`src/rtl/aibnd_red_pkg.sv`:
```
// -----------------------------------------------------------------------------
// aibnd_red_pkg
// Shared types and helpers for the AIB redundancy shift controller:
//   - aibnd_red_state_e : sequencing FSM states
//   - aibnd_red_idx_w   : repair index width for a given lane count
//   - aibnd_red_cnt_w   : shared hold/settle counter width
//   - aibnd_red_therm   : index-to-thermometer decode (bit i = i >= idx)
// -----------------------------------------------------------------------------
package aibnd_red_pkg;

  // Widest column supported; the thermometer helper decodes to this width
  // and callers truncate to their own lane count.
  localparam int unsigned AIBND_RED_MAX_IO = 64;

  typedef enum logic [2:0] {
    RED_INIT,
    RED_IDLE,
    RED_RST_ASSERT,
    RED_HOLD,
    RED_SHIFT,
    RED_SETTLE_A,
    RED_SETTLE_D,
    RED_DONE
  } aibnd_red_state_e;

  // Index must also encode NUM_IO itself ("no repair").
  function automatic int unsigned aibnd_red_idx_w(input int unsigned num_io);
    return $clog2(num_io + 1);
  endfunction

  function automatic int unsigned aibnd_red_cnt_w(input int unsigned hold_cyc,
                                                  input int unsigned settle_cyc);
    return $clog2(((hold_cyc > settle_cyc) ? hold_cyc : settle_cyc) + 1);
  endfunction

  function automatic logic [AIBND_RED_MAX_IO-1:0] aibnd_red_therm(input int unsigned idx);
    logic [AIBND_RED_MAX_IO-1:0] v;
    for (int unsigned i = 0; i < AIBND_RED_MAX_IO; i++) begin
      v[i] = (i >= idx);
    end
    return v;
  endfunction

endpackage

```
`src/rtl/aibnd_red_therm_dec.sv`:
```
// -----------------------------------------------------------------------------
// aibnd_red_therm_dec
// Index-to-thermometer decode with a registered output stage. Also used by
// the JTAG readback path.
// Ports:
//   dig_clk, dig_rstb : clock, async active-low reset (outputs clear to 0)
//   load              : capture the decode of idx on this edge
//   idx               : lane index; NUM_IO selects no lane
//   therm             : bit i = 1 when i >= captured index
//   prev_therm        : therm shifted up one lane, bit 0 tied to 0
// -----------------------------------------------------------------------------
module aibnd_red_therm_dec
  import aibnd_red_pkg::*;
#(
  parameter int NUM_IO = 24,
  parameter int IDX_W  = aibnd_red_idx_w(NUM_IO)
) (
  input  logic              dig_clk,
  input  logic              dig_rstb,
  input  logic              load,
  input  logic [IDX_W-1:0]  idx,
  output logic [NUM_IO-1:0] therm,
  output logic [NUM_IO-1:0] prev_therm
);

  logic [NUM_IO-1:0] therm_d;

  assign therm_d = NUM_IO'(aibnd_red_therm({{(32-IDX_W){1'b0}}, idx}));

  // NOTE: sequential state uses non-blocking assignments so every flop
  // samples pre-edge values regardless of process evaluation order.
  always_ff @(posedge dig_clk or negedge dig_rstb) begin
    if (!dig_rstb) begin
      therm <= '0;
    end else if (load) begin
      therm <= therm_d;
    end
  end

  // Each buffer sees its lower neighbour's shift enable.
  assign prev_therm = {therm[NUM_IO-2:0], 1'b0};

endmodule

```
`src/rtl/aibnd_red_shift_ctrl.sv`:
```
// -----------------------------------------------------------------------------
// aibnd_red_shift_ctrl
// Redundancy-repair controller for a column of NUM_IO AIB IO buffers. Turns a
// failing-lane index into the shift_en thermometer and sequences analog and
// digital buffer resets so no buffer changes data path while out of reset.
// Ports:
//   dig_clk, dig_rstb      : clock, async active-low reset
//   repair_vld/repair_rdy  : request handshake (rdy only in IDLE)
//   repair_idx             : first failing lane; NUM_IO = no repair
//   shift_en               : registered, bit i = (i >= active index)
//   prev_io_shift_en       : shift_en[i-1], bit 0 = 0
//   anlg_rstb_out          : analog buffer reset, active-low
//   dig_rstb_out           : digital buffer reset, active-low
//   repair_done            : one-cycle pulse at end of a sequence
//   busy                   : FSM not in IDLE
//   repair_err             : one-cycle pulse on out-of-range index
//                            (only with AIBND_RED_SHIFT_ERRCHK_EN defined)
// Build option: AIBND_RED_SHIFT_ERRCHK_EN rejects indices above NUM_IO;
// without it such indices are clamped to NUM_IO.
// -----------------------------------------------------------------------------
module aibnd_red_shift_ctrl
  import aibnd_red_pkg::*;
#(
  parameter int NUM_IO       = 24,
  parameter int IDX_W        = aibnd_red_idx_w(NUM_IO),
  parameter int RST_HOLD_CYC = 4,
  parameter int SETTLE_CYC   = 8
) (
  input  logic              dig_clk,
  input  logic              dig_rstb,
  input  logic              repair_vld,
  output logic              repair_rdy,
  input  logic [IDX_W-1:0]  repair_idx,
  output logic [NUM_IO-1:0] shift_en,
  output logic [NUM_IO-1:0] prev_io_shift_en,
  output logic              anlg_rstb_out,
  output logic              dig_rstb_out,
  output logic              repair_done,
  output logic              busy
`ifdef AIBND_RED_SHIFT_ERRCHK_EN
  ,
  output logic              repair_err
`endif
);

  localparam int CNT_W = aibnd_red_cnt_w(RST_HOLD_CYC, SETTLE_CYC);

  localparam logic [IDX_W-1:0] IDX_NONE    = IDX_W'(NUM_IO);
  localparam logic [CNT_W-1:0] HOLD_LAST   = CNT_W'(RST_HOLD_CYC - 1);
  localparam logic [CNT_W-1:0] SETTLE_LAST = CNT_W'(SETTLE_CYC - 1);

  aibnd_red_state_e  state_q, state_d;
  logic [CNT_W-1:0]  cnt_q;
  logic [IDX_W-1:0]  req_idx_q, act_idx_q;
  logic              anlg_q, dig_q;
  logic              anlg_d, dig_d;
  logic              cnt_clr, load;
  logic              hs, idx_bad;
  logic [IDX_W-1:0]  idx_in;

  assign hs = repair_vld & (state_q == RED_IDLE);

`ifdef AIBND_RED_SHIFT_ERRCHK_EN
  assign idx_bad = (repair_idx > IDX_NONE);
  assign idx_in  = repair_idx;
`else
  assign idx_bad = 1'b0;
  assign idx_in  = (repair_idx > IDX_NONE) ? IDX_NONE : repair_idx;
`endif

  // NOTE: every signal written here gets a default first, so no path through
  // the case leaves a value unassigned and no latch is inferred.
  always_comb begin
    state_d = state_q;
    anlg_d  = anlg_q;
    dig_d   = dig_q;
    load    = 1'b0;
    unique case (state_q)
      // INIT uses anlg_q as its phase bit: first count releases analog,
      // second count releases digital and enters IDLE.
      RED_INIT: begin
        if (cnt_q == SETTLE_LAST) begin
          if (!anlg_q) begin
            anlg_d = 1'b1;
          end else begin
            dig_d   = 1'b1;
            state_d = RED_IDLE;
          end
        end
      end
      RED_IDLE: begin
        if (hs && !idx_bad) begin
          if (idx_in == act_idx_q) begin
            state_d = RED_DONE;
          end else begin
            state_d = RED_RST_ASSERT;
            dig_d   = 1'b0;
          end
        end
      end
      RED_RST_ASSERT: begin
        state_d = RED_HOLD;
        anlg_d  = 1'b0;
      end
      RED_HOLD: begin
        if (cnt_q == HOLD_LAST) state_d = RED_SHIFT;
      end
      RED_SHIFT: begin
        load    = 1'b1;
        state_d = RED_SETTLE_A;
      end
      RED_SETTLE_A: begin
        if (cnt_q == SETTLE_LAST) begin
          anlg_d  = 1'b1;
          state_d = RED_SETTLE_D;
        end
      end
      RED_SETTLE_D: begin
        if (cnt_q == SETTLE_LAST) begin
          dig_d   = 1'b1;
          state_d = RED_DONE;
        end
      end
      RED_DONE: state_d = RED_IDLE;
      default:  state_d = RED_INIT;
    endcase
  end

  // Shared counter restarts on each state entry and at the INIT phase switch.
  assign cnt_clr = (state_d != state_q) || (state_q == RED_IDLE) ||
                   ((state_q == RED_INIT) && !anlg_q && (cnt_q == SETTLE_LAST));

  always_ff @(posedge dig_clk or negedge dig_rstb) begin
    if (!dig_rstb) begin
      state_q   <= RED_INIT;
      cnt_q     <= '0;
      req_idx_q <= IDX_NONE;
      act_idx_q <= IDX_NONE;
      anlg_q    <= 1'b0;
      dig_q     <= 1'b0;
    end else begin
      state_q <= state_d;
      cnt_q   <= cnt_clr ? '0 : cnt_q + CNT_W'(1);
      anlg_q  <= anlg_d;
      dig_q   <= dig_d;
      if (hs && !idx_bad) req_idx_q <= idx_in;
      if (load)           act_idx_q <= req_idx_q;
    end
  end

  // Decoder captures on the SHIFT exit edge, the same edge act_idx_q loads.
  aibnd_red_therm_dec #(
    .NUM_IO (NUM_IO),
    .IDX_W  (IDX_W)
  ) u_therm_dec (
    .dig_clk    (dig_clk),
    .dig_rstb   (dig_rstb),
    .load       (load),
    .idx        (req_idx_q),
    .therm      (shift_en),
    .prev_therm (prev_io_shift_en)
  );

`ifdef AIBND_RED_SHIFT_ERRCHK_EN
  logic err_q;
  always_ff @(posedge dig_clk or negedge dig_rstb) begin
    if (!dig_rstb) err_q <= 1'b0;
    else           err_q <= hs & idx_bad;
  end
  assign repair_err = err_q;
`endif

  assign anlg_rstb_out = anlg_q;
  assign dig_rstb_out  = dig_q;
  assign repair_rdy    = (state_q == RED_IDLE);
  assign busy          = (state_q != RED_IDLE);
  assign repair_done   = (state_q == RED_DONE);

endmodule

```
`config.mk`:
```
export PLATFORM = sky130hd
export DESIGN_NAME = aibnd_red_shift_ctrl
export DESIGN_NICKNAME = d
export VERILOG_FILES = /design/src/rtl/aibnd_red_pkg.sv /design/src/rtl/aibnd_red_therm_dec.sv /design/src/rtl/aibnd_red_shift_ctrl.sv
export SDC_FILE = /design/constraint.sdc
export NUM_CORES = 1
export LEC_CHECK = 0
export ABC_AREA = 0
export BUFFER_PORTS_ARGS = -buffer_cell sky130_fd_sc_hd__buf_4
export CAP_MARGIN = 30
export CORE_MARGIN = 1.5
export CORE_UTILIZATION = 30
export CTS_CLUSTER_DIAMETER = 50
export DETAILED_ROUTE_END_ITERATION = 10
export HOLD_SLACK_MARGIN = 0.06
export RECOVER_POWER = 25
export SLEW_MARGIN = 10
export SYNTH_ARGS = -nofsm -noshare
export SYNTH_HDL_FRONTEND = slang
export SYNTH_SLANG_ARGS = --single-unit
```
`constraint.sdc`:
```
create_clock -name dig_clk -period 3 [get_ports dig_clk]
set_clock_uncertainty 0.1 [all_clocks]
set_input_delay 0.6 -clock dig_clk [delete_from_list [all_inputs] [get_ports dig_clk]]
set_output_delay 0.6 -clock dig_clk [all_outputs]
set_load 0.01 [all_outputs]
```
==> results of run 1 <==
-- per-layer routing --
layer	share of wire	vias to the layer above
li1	-	840
met1	0.48	803
met2	0.47	43
met3	0.043	4
met4	0.0088	0
met5	0	-
-- metrics by stage --
step	setup WS (ps)	std cells	utilization
after floorplan	1235	234	-
after global placement	929.1	354	0.3555
after detailed placement	819.7	354	0.3555
after CTS	800.5	362	0.3684
after global routing	817.3	363	0.3704
final	883.4	363	0.3704
-- final cells by class --
type / count / area [um2]
clock buffers: 5 / 68.82
clock inverters: 3 / 23.77
fillers: 748 / 4542
inverters: 4 / 15.01
multi-input cells: 148 / 894.6
flip-flops and latches: 43 / 1081
well taps: 99 / 123.9
repair buffers: 61 / 465.4
-- kinds of logic after synthesis --
family                   Yosys count  synth area share
AO/OA/AOI/OAI                     53            0.1743
XOR/XNOR                           8           0.03148
adder cells (fa/ha/maj)            1          0.005620
buffers and inverters             43            0.1147
flip-flops                        43            0.4857
multiplexers                       3           0.01518
other                              1          0.001685
AND/OR/NAND/NOR                   82            0.1715
-- where the power goes --
group | internal, mW | leakage (nW) | switching, mW
registers | 0.841 | 0.524 | 0.348
clock network | 0.167 | 0.0408 | 0.211
logic | 0.675 | 0.692 | 0.603
total | 1.68 | 1.26 | 1.16
-- critical path, delay by kind of cell (launching register included) --
family,cells,cell delay [ps]
buffers and inverters,2,220
AND/OR/NAND/NOR,2,380
flip-flops,1,520
-- sequential cells by signal (all words and copies together) (netlist names) --
signal / count
anlg_rstb_out: 1
u_therm_dec.therm: 24
req_idx_q: 5
cnt_q: 4
state_q: 3
dig_rstb_out: 1
act_idx_q: 5
-- cells in the mapped netlist (all sizes together) (3+ instances only) --
| cell | n | area, um2 |
|---|---|---|
| nor2b | 3 | 18.77 |
| a21oi | 3 | 15.01 |
| clkbuf | 11 | 41.29 |
| o21a | 5 | 37.54 |
| inv | 4 | 15.01 |
| nor2 | 17 | 66.32 |
| o21ai | 10 | 50.04 |
| xnor2 | 6 | 52.55 |
| nor3 | 3 | 15.01 |
| mux2 | 3 | 33.78 |
| buf | 28 | 198.9 |
| o31ai | 6 | 45.04 |
| a22o | 4 | 35.03 |
| dfrtp | 39 | 975.9 |
| nand2 | 42 | 157.7 |
| dfstp | 4 | 105.1 |
| a31oi | 5 | 31.28 |
| a21o | 6 | 45.04 |
-- cell usage in the layout, fill, tap and decap left out, types with 4 or more instances in the layout --
cell type  netlist  routed
buf_4           24      60
nand2_1         42      42
dfrtp_1         39      39
nor2_1          16      16
o21ai_0          9       9
xnor2_1          6       6
a21o_1           6       6
o31ai_1          6       6
a31oi_1          5       5
o21a_1           5       5
clkbuf_8         0       5
a22o_1           4       4
dfstp_2          4       4
-- final timing paths --
check / endpoint / cells past startpoint / start / slack, ps
max reg2reg: u_therm_dec.therm[0]$_DFFE_PN0P_ / 4 / state_q[0]$_DFF_PN0_ / 1020
max: repair_rdy / 4 / state_q[1]$_DFF_PN0_ / 880
min: u_therm_dec.therm[11]$_DFFE_PN0P_ / 1 / dig_rstb / 200
min in group dig_clk: cnt_q[0]$_DFF_PN0_ / 1 / cnt_q[0]$_DFF_PN0_ / 360
max in group asynchronous: req_idx_q[3]$_DFFE_PN1P_ / 1 / dig_rstb / 2230
min reg2reg: cnt_q[0]$_DFF_PN0_ / 1 / cnt_q[0]$_DFF_PN0_ / 360
==> impl_metrics.csv, run 1 <==
group,metric,value,unit
yosys,ys_ff_latch,43,
yosys,syn_area,0.002226,mm2
clock_tree,cts_hold_buf,0,
global_routing,busiest_layer,"met2",
clock_tree,htreeDepth,2,
routing,drc,0,
layout,final_layout_size_suffix_gt1_frac,0.3106,
layout,diodes,0,
yosys,syn_area_per_cell,9.512,um2
sta,tns,0,ps
sta,finalHoldViolations,0,
global_routing,grtUsageTotal,0.1226,
layout,fin_nets,272,
yosys,ys_seq_area_frac,0.4857,
outcome,status,"completed",
routing,wl,4766,um
pwr,finalPower,2.844,mW
yosys,synth_flop_cell,"dfrtp_1",
pwr,power.density,1064,mW/mm2
sta,maxSlewHeadroom,0.6308,
placed_design,dpl_cell_area,0.002565,mm2
setup_path,start_kind,"register",
global_routing,antenna_found_initial,0,
layout,syn2layout_area_growth,20.07,%
global_routing,grt_max_degree,44,
routing,drt_pre_antenna_iters,4,
yosys,synthArstFlopShare,1.000,
placed_design,io_buffers,59,
clock_tree,clock_path_buffers,2,
global_routing,met1_usage,0.1529,
global_routing,met3_usage,0.02955,
sta,drv_slew,0,
global_routing,grt_pass1_vias,1574,
sta,fin_crit,2117,ps
yosys,synth.distinct_cells,49,
sta,setup_violations,0,
setup_path,crit_chain,"nor2_2 -> nand2_1 -> inv_2 -> buf_4",
sta,fin_crit_sh,0.7055,
flow_run,maxCapViolCount,0,
pwr,leakagePower,1.256,nW
sta,hold_slack,195.5,ps
yosys,syn_inst,234,
placed_design,hpwl,3312,um
routing,routedWlPerCell,13.13,um
pwr,vdd_ir_drop_max,332.2,uV
sta,worstMarginPinSlew,553.8,ps
global_routing,grt-ovfl-total,0,
routing,antenna_left,0,
die,initial_core_util,0.3085,
clock_tree,cts-buffers-inserted,5,
clock_tree,root_buffer,"clkbuf_8",
sta,rsz0062_at_grt,"no",
die,core,0.007214,mm2
clock_tree,clock-sinks,43,
setup_path,worst_path_largest_cell_delay,520,ps
sta,fmax,472.5,MHz
routing,drt_iter0_markers,66,
clock_tree,post_cts_buffers,0,
clock_tree,cts.clk_slew.worst_paths,80,ps
yosys,synth_nets,243,
setup_path,critical_path_required,2300,ps
yosys,ys_warn_count,0,
setup_path,critical-path-slowest-cell,"dfrtp_1",
die,die_w,89.14,um
die,ioPinCount,61,
die,die_h,89.14,um
worst_hold_path,hold_class,"input port to asynchronous set/reset pin",
setup_path,critPathMaxFanout,13,
global_routing,grtUsageMet2,0.2098,
die,rows,31,
setup_path,endpoint_kind,"primary output",
setup_path,crit_arrival,1420,ps
die,die_area,0.007945,mm2
routing,drt-vias-per-instance,4.656,
clock_tree,worstSkewPairLatency,290,ps
clock_tree,cts_tree,"yes",
setup_path,worstSetupPathType,"register to primary output",
layout,finalInstanceArea,0.002673,mm2
placed_design,gp_congestion,0.7377,
yosys,synth_edf_count,0,
global_routing,grt_pass1_wl,7541,um
routing,vias,1690,
clock_tree,cts_resized,0,
Note: power is estimated with default switching activity, not from simulation.
==> inputs of run 2 (changes only) <==
==> constraint.sdc (replaced) <==
create_clock -name dig_clk -period 1.7 [get_ports dig_clk]
set_clock_uncertainty 0.1 [all_clocks]
set_input_delay 0.34 -clock dig_clk [delete_from_list [all_inputs] [get_ports dig_clk]]
set_output_delay 0.34 -clock dig_clk [all_outputs]
set_load 0.01 [all_outputs]
==> impl_metrics.csv, run 2 (same netlist as run 1, synthesis figures left out) <==
group,metric,value,unit
layout,layout_common_cells,"buf_4 (74), nand2_1 (40), dfrtp_1 (39)",
pwr,finalPower,5.330,mW
worst_hold_path,hold_class,"input port to register",
die,ioPinCount,61,
pwr,switching_share,0.3950,
setup_path,critical-path-slowest-cell,"dfrtp_1",
pwr,clock_power_share,0.122,
setup_path,critical_path_required,1260,ps
setup_path,r2r_setup_slack,80,ps
routing,drt_pre_antenna_iters,4,
setup_path,crit_buf_inv,3,
setup_path,crit_chain,"buf_6 -> nor2_4 -> nand2_2 -> inv_2 -> buf_6",
global_routing,busiest_layer,"met2",
sta,rsz0062_at_grt,"yes",
pwr,pwr-share-seq,0.359,
setup_path,cp_top_family,"flip-flops",
placed_design,dpl_cell_area,0.002675,mm2
layout,finalInstanceArea,0.002859,mm2
global_routing,grt_pass1_wl,7886,um
layout,fin_nets,291,
global_routing,grt-ovfl-total,0,
setup_path,reg2reg_from,"act_idx_q[4]$_DFFE_PN1P_",
sta,fmax,615.7,MHz
layout,regMostFlops,"u_therm_dec.therm",
placed_design,hpwl,3414,um
routing,wl,4854,um
setup_path,crit_top_cell,"buf_6",
layout,final_layout_size_suffix_gt1_frac,0.3781,
worst_hold_path,hold_depth,3,
routing,vias,1792,
global_routing,grt_pass1_vias,1550,
clock_tree,cts_tree,"yes",
clock_tree,clock-sinks,43,
routing,drt_iter0_markers,77,
pwr,internal_power,3.224,mW
global_routing,grtUsageTotal,0.1296,
sta,worstMarginPinSlew,963.4,ps
layout,diodes,0,
worst_hold_path,holdPathEnd,"state_q[2]$_DFF_PN0_",
layout,syn2layout_area_growth,28.44,%
pwr,power.density,1864,mW/mm2
die,rows,31,
setup_path,rr_endpoint,"state_q[0]$_DFF_PN0_",
global_routing,grtUsageMet2,0.1928,
pwr,p_comb_frac,0.519,
pwr,leakagePower,1.356,nW
die,core,0.007214,mm2
layout,final_common_cell,"buf_4",
setup_path,endpoint_kind,"primary output",
die,initial_core_util,0.3085,
sta,drv_slew,0,
sta,maxSlewHeadroom,0.3578,
layout,top_regs,"u_therm_dec.therm x24, act_idx_q x5, req_idx_q x5",
routing,routedWlPerCell,12.71,um
placed_design,io_buffers,59,
layout,fillers,742,
setup_path,r2r_cells,5,
routing,drc,0,
setup_path,crit_arrival,1180,ps
die,die_area,0.007945,mm2
layout,largest_reg_flops,24,
sta,hold_slack,210.1,ps
clock_tree,root_buffer,"clkbuf_8",
setup_path,start_kind,"register",
clock_tree,htreeDepth,2,
layout,multi_input_area,929.6,um2
sta,setup_violations,0,
clock_tree,cts-buffers-inserted,5,
flow_run,maxCapViolCount,0,
sta,finalHoldViolations,0,
global_routing,met3_usage,0.03693,
die,die_w,89.14,um
global_routing,grt_max_degree,44,
sta,fin_crit_sh,0.9554,
die,die_h,89.14,um
clock_tree,worstSkewPairLatency,300,ps
global_routing,met1_usage,0.1814,
setup_path,worst_path_largest_cell_delay,400,ps
routing,antenna_left,0,
sta,fin_crit,1624,ps
setup_path,critPathMaxFanout,7,
placed_design,gp_congestion,0.8402,
pwr,vdd_ir_drop_max,772.6,uV
layout,regArea,0.001081,mm2
routing,drt-vias-per-instance,4.691,
pwr,net-switching-power,2.105,mW
outcome,status,"completed",
clock_tree,cts.clk_slew.worst_paths,80,ps
worst_hold_path,min_from,"repair_vld",
global_routing,antenna_found_initial,0,
clock_tree,clock_path_buffers,2,
setup_path,worstSetupPathType,"register to primary output",
run 2: final cells by class:
class | count | area share
tap | 99 | 0.04333
multi-input combinational | 148 | 0.3252
sequential | 43 | 0.3781
inverter | 4 | 0.005252
timing repair buffer | 80 | 0.2184
clock inverter | 2 | 0.004376
clock buffer | 6 | 0.02538
run 2: per-stage QoR:
stage | setup WS, ps | utilization | cells | setup TNS, ps
2_1_floorplan | 73.68 | - | 234 | 0
3_3_place_gp | 15.92 | 0.3708 | 367 | 0
3_5_place_dp | -13.69 | 0.3708 | 367 | -19.30
4_1_cts | 8.067 | 0.3850 | 376 | 0
5_1_grt | -50.65 | 0.3963 | 382 | -119.9
6_report | 75.91 | 0.3963 | 382 | 0
run 2: worst max-delay path by stage:
stage	start	slack, ps	endpoint	cells after the start
floorplan	cnt_q[0]$_DFF_PN0_	70	state_q[0]$_DFF_PN0_	6
global placement	repair_idx[0]	20	state_q[0]$_DFF_PN0_	6
detailed placement	repair_idx[0]	-10	state_q[0]$_DFF_PN0_	6
CTS	state_q[1]$_DFF_PN0_	8	repair_rdy	5
global route	act_idx_q[3]$_DFFE_PN1P_	-50	dig_rstb_out$_DFFE_PN0P_	5
finish	state_q[1]$_DFF_PN0_	80	repair_rdy	5
run 2: worst min-delay path, stage by stage:
cell and delay (ps):
buf_4 120, nand2_1 50, a21oi_1 60
run 2: routing by layer:
| metal | vias up | wire length [um] | part of all wire |
|---|---|---|---|
| li1 | 876 | - | - |
| met1 | 860 | 2297 | 0.47 |
| met2 | 50 | 2236 | 0.46 |
| met3 | 6 | 263 | 0.054 |
| met4 | 0 | 57 | 0.012 |
| met5 | - | 0 | 0 |
run 2: power by group through the flow:
| stage | clock network, mW | registers (mW) | logic [mW] |
|---|---|---|---|
| final | 0.649 | 1.91 | 2.77 |
| after detailed placement | 0 | 1.94 | 2.62 |
| after CTS | 0.674 | 1.93 | 2.64 |
| after global placement | 0 | 1.92 | 2.58 |
| after global routing | 0.720 | 2.01 | 3.07 |
| after floorplan | 0 | 1.92 | 1.67 |
run 2: what timing repair did:
action / in CTS / in global routing
setup buffers: 0 / 6
setup endpoints to repair: 1 / 9
cloned: 0 / 0
hold buffers: 1 / 0
endpoints found under the hold margin: 39 / 0
resized for setup: 2 / 10
pin swaps: 0 / 7
==> inputs of run 3 (changes only) <==
--- a/config.mk
+++ b/config.mk
@@ -17,4 +17,5 @@
 export SLEW_MARGIN = 10
 export SYNTH_ARGS = -nofsm -noshare
 export SYNTH_HDL_FRONTEND = slang
+export SYNTH_HIERARCHICAL = 1
 export SYNTH_SLANG_ARGS = --single-unit
==> constraint.sdc (replaced) <==
create_clock -name dig_clk -period 1.4 [get_ports dig_clk]
set_clock_uncertainty 0.1 [all_clocks]
set_input_delay 0.28 -clock dig_clk [delete_from_list [all_inputs] [get_ports dig_clk]]
set_output_delay 0.28 -clock dig_clk [all_outputs]
set_load 0.01 [all_outputs]
==> impl_metrics.csv, run 3 <==
group,metric,value,unit
clock_tree,worstSkewPairLatency,300,ps
yosys,synth.distinct_cells,47,
routing,drt_iter0_markers,71,
setup_path,start_kind,"register",
yosys,ys_seq_area_frac,0.4747,
yosys,ys_top_cells_by_count,"dfrtp_1 (39), buf_4 (29), inv_1 (16), mux2_2 (12), nand2_1 (12)",
layout,layout_common_cells,"buf_4 (81), dfrtp_1 (39), inv_1 (15)",
worst_hold_path,hold_class,"input port to register",
setup_path,r2r_cells,6,
setup_path,worst_path_largest_cell_delay,390,ps
layout,syn2layout_area_growth,48.41,%
yosys,synth_edf_count,0,
routing,wl,5601,um
layout,finalInstanceArea,0.003379,mm2
yosys,synth_top_area_cell,"dfrtp_1",
yosys,yosysMostFrequentCell,"dfrtp_1",
pwr,leakagePower,1.608,nW
layout,final_layout_size_suffix_gt1_frac,0.5655,
global_routing,grt_pass1_vias,1828,
die,die_w,90.13,um
setup_path,critPathMaxFanout,3,
layout,top_regs,"u_therm_dec/therm x24, act_idx_q x5, req_idx_q x5",
global_routing,antenna_found_initial,0,
layout,largest_reg_flops,24,
setup_path,cp_top_family,"flip-flops",
setup_path,crit_buf_inv,3,
sta,rsz0062_at_grt,"yes",
pwr,vdd_ir_drop_max,886.0,uV
placed_design,io_buffers,59,
clock_tree,cts-buffers-inserted,5,
layout,fin_nets,298,
clock_tree,cts_tree,"yes",
clock_tree,clock-sinks,43,
routing,wl_met1,2476,um
yosys,ys_ff_latch,43,
yosys,syn_area_per_cell,10.40,um2
yosys,synth_area_leaders,"dfrtp_1 (43%), buf_4 (9.6%), mux2_2 (5.9%)",
pwr,power.density,2220,mW/mm2
die,ioPinCount,61,
setup_path,endpoint_kind,"primary output",
placed_design,dp_worst_setup_slack,-150.8,ps
routing,top_layer_used,"met4",
sta,worstMarginPinSlew,604.3,ps
die,die_area,0.008123,mm2
yosys,synthArstFlopShare,1.000,
setup_path,r2r_setup_slack,-160,ps
routing,antenna_left,0,
sta,fin_ws,-187.5,ps
routing,dr_wl_met3,266,um
setup_path,worstSetupPathType,"register to primary output",
worst_hold_path,hold_depth,2,
worst_hold_path,holdPathEnd,"req_idx_q[3]$_DFFE_PN1P_",
routing,drt_pre_antenna_iters,4,
setup_path,critical_path_required,1020,ps
yosys,syn_inst,219,
clock_tree,clock_path_buffers,2,
global_routing,grtUsageTotal,0.1362,
yosys,syn_area,0.002277,mm2
die,initial_core_util,0.3123,
sta,finalHoldViolations,0,
setup_path,crit_arrival,1210,ps
die,die_h,90.13,um
setup_path,crit_chain,"buf_6 -> and2b_4 -> nand2_4 -> inv_2 -> buf_6",
setup_path,critical-path-slowest-cell,"dfrtp_1",
sta,setup_violations,38,
layout,final_common_cell,"buf_4",
global_routing,grt-ovfl-total,0,
layout,fillers,704,
yosys,ys_warn_count,6,
layout,diodes,0,
sta,fin_crit_sh,1.134,
routing,drc,0,
setup_path,rr_endpoint,"u_therm_dec/therm[18]$_DFFE_PN0P_",
clock_tree,cts.clk_slew.worst_paths,80,ps
flow_run,maxCapViolCount,0,
global_routing,grt_max_degree,44,
setup_path,crit_top_cell,"buf_6",
yosys,synth.top_cell.area_share,0.4286,
clock_tree,htreeDepth,2,
placed_design,gp_congestion,0.8218,
yosys,synth_flop_cell,"dfrtp_1",
routing,routedWlPerCell,14.40,um
global_routing,grt_pass1_wl,8914,um
worst_hold_path,min_from,"repair_idx[3]",
routing,met2_length,2808,um
layout,regMostFlops,"u_therm_dec/therm",
die,rows,31,
sta,maxSlewHeadroom,0.5971,
placed_design,dpl_cell_area,0.002804,mm2
routing,drt-vias-per-instance,4.692,
die,core,0.007292,mm2
yosys,synth_nets,228,
outcome,violations,"setup timing",
placed_design,hpwl,3479,um
routing,vias,1825,
outcome,status,"finished, violations left",
sta,drv_slew,0,
clock_tree,root_buffer,"clkbuf_8",
setup_path,reg2reg_from,"state_q[2]$_DFF_PN0_",
sta,fmax,629.9,MHz
sta,fin_crit,1587,ps
-- run 3: cell count changes after synthesis, moves of 4 or more --
cell / delta
nand2_1: -30
inv_1: +13
clkbuf_1: -11
mux2_2: +9
nor2_1: -8
a21o_1: -6
o22a_1: +6
o31ai_1: -6
buf_4: +5
a21oi_1: +4
a22o_1: -4
buf_2: +4
-- run 3: worst max-delay path by stage --
stage	startpoint	slack, ps	depth (start not counted)	to
final	state_q[0]$_DFF_PN0_	-190	5	repair_rdy
after global routing	state_q[0]$_DFF_PN0_	-240	8	cnt_q[1]$_DFF_PN0_
after CTS	state_q[0]$_DFF_PN0_	-180	5	repair_rdy
after detailed placement	state_q[0]$_DFF_PN0_	-150	5	u_therm_dec/therm[8]$_DFFE_PN0P_
after global placement	state_q[0]$_DFF_PN0_	-120	5	u_therm_dec/therm[8]$_DFFE_PN0P_
after floorplan	state_q[2]$_DFF_PN0_	-90	6	u_therm_dec/therm[0]$_DFFE_PN0P_
-- run 3: logic make-up after synthesis --
kind of cell               Yosys count  share of synthesized area
buffers and inverters               53                     0.1423
AOI/OAI and AO/OA                   48                     0.1560
adders and majority gates            1                   0.005494
DFF                                 43                     0.4747
other                                1                   0.001647
xor gates and xnor gates             9                    0.03461
muxes                               12                    0.05934
and+or+nand+nor                     52                     0.1258
-- run 3: timing repair --
action,4_1_cts,5_1_grt
endpoints found under the hold margin,39,0
buffers inserted,12,1
resized for setup,39,29
gates cloned,3,0
pin swaps,10,14
hold buffers,1,0
endpoints found under the setup margin,36,43
-- run 3: worst register-to-register path: stages, from the launching register on --
cell and delay, ps:
dfrtp_1 400, and2b_1 170, and2_4 200, buf_12 140, buf_16 130, buf_8 120
o22a_1 190
-- run 3: per-stage QoR --
step	TNS (ps)	power (mW)	util	hold slack [ps]	instances
floorplan	-1410	4.552	-	-115.6	219
global route	-6022	7.985	0.4635	127.5	389
CTS	-3335	7.270	0.4466	124.3	389
detailed placement	-3321	5.813	0.3845	211.5	365
finish	-3477	7.502	0.4635	134.2	389
global placement	-2469	5.767	0.3845	203.4	365
-- run 3: where the power goes --
part           leakage (nW)  switching, mW  internal (mW)
combinational          1.02           1.73           2.35
sequential            0.532          0.652           1.79
clock                0.0581          0.445          0.531
total                  1.61           2.83           4.67
-- run 3: per-layer routing --
metal | GRT usage | up-vias
li1 | - | 874
met1 | 0.1790 | 883
met2 | 0.2241 | 63
met3 | 0.02707 | 5
met4 | 0.04497 | 0
met5 | 0 | -
-- run 3: final cells by class --
class                           count  area [um2]  share of cell area
Clock buffer                        5       68.82             0.02036
Timing Repair Buffer              100       874.6              0.2588
Tap cell                           99       123.9             0.03665
Clock inverter                      3       43.79             0.01296
Inverter                           16       60.06             0.01777
Sequential cell                    43        1081              0.3199
Multi-Input combinational cell    123        1127              0.3336
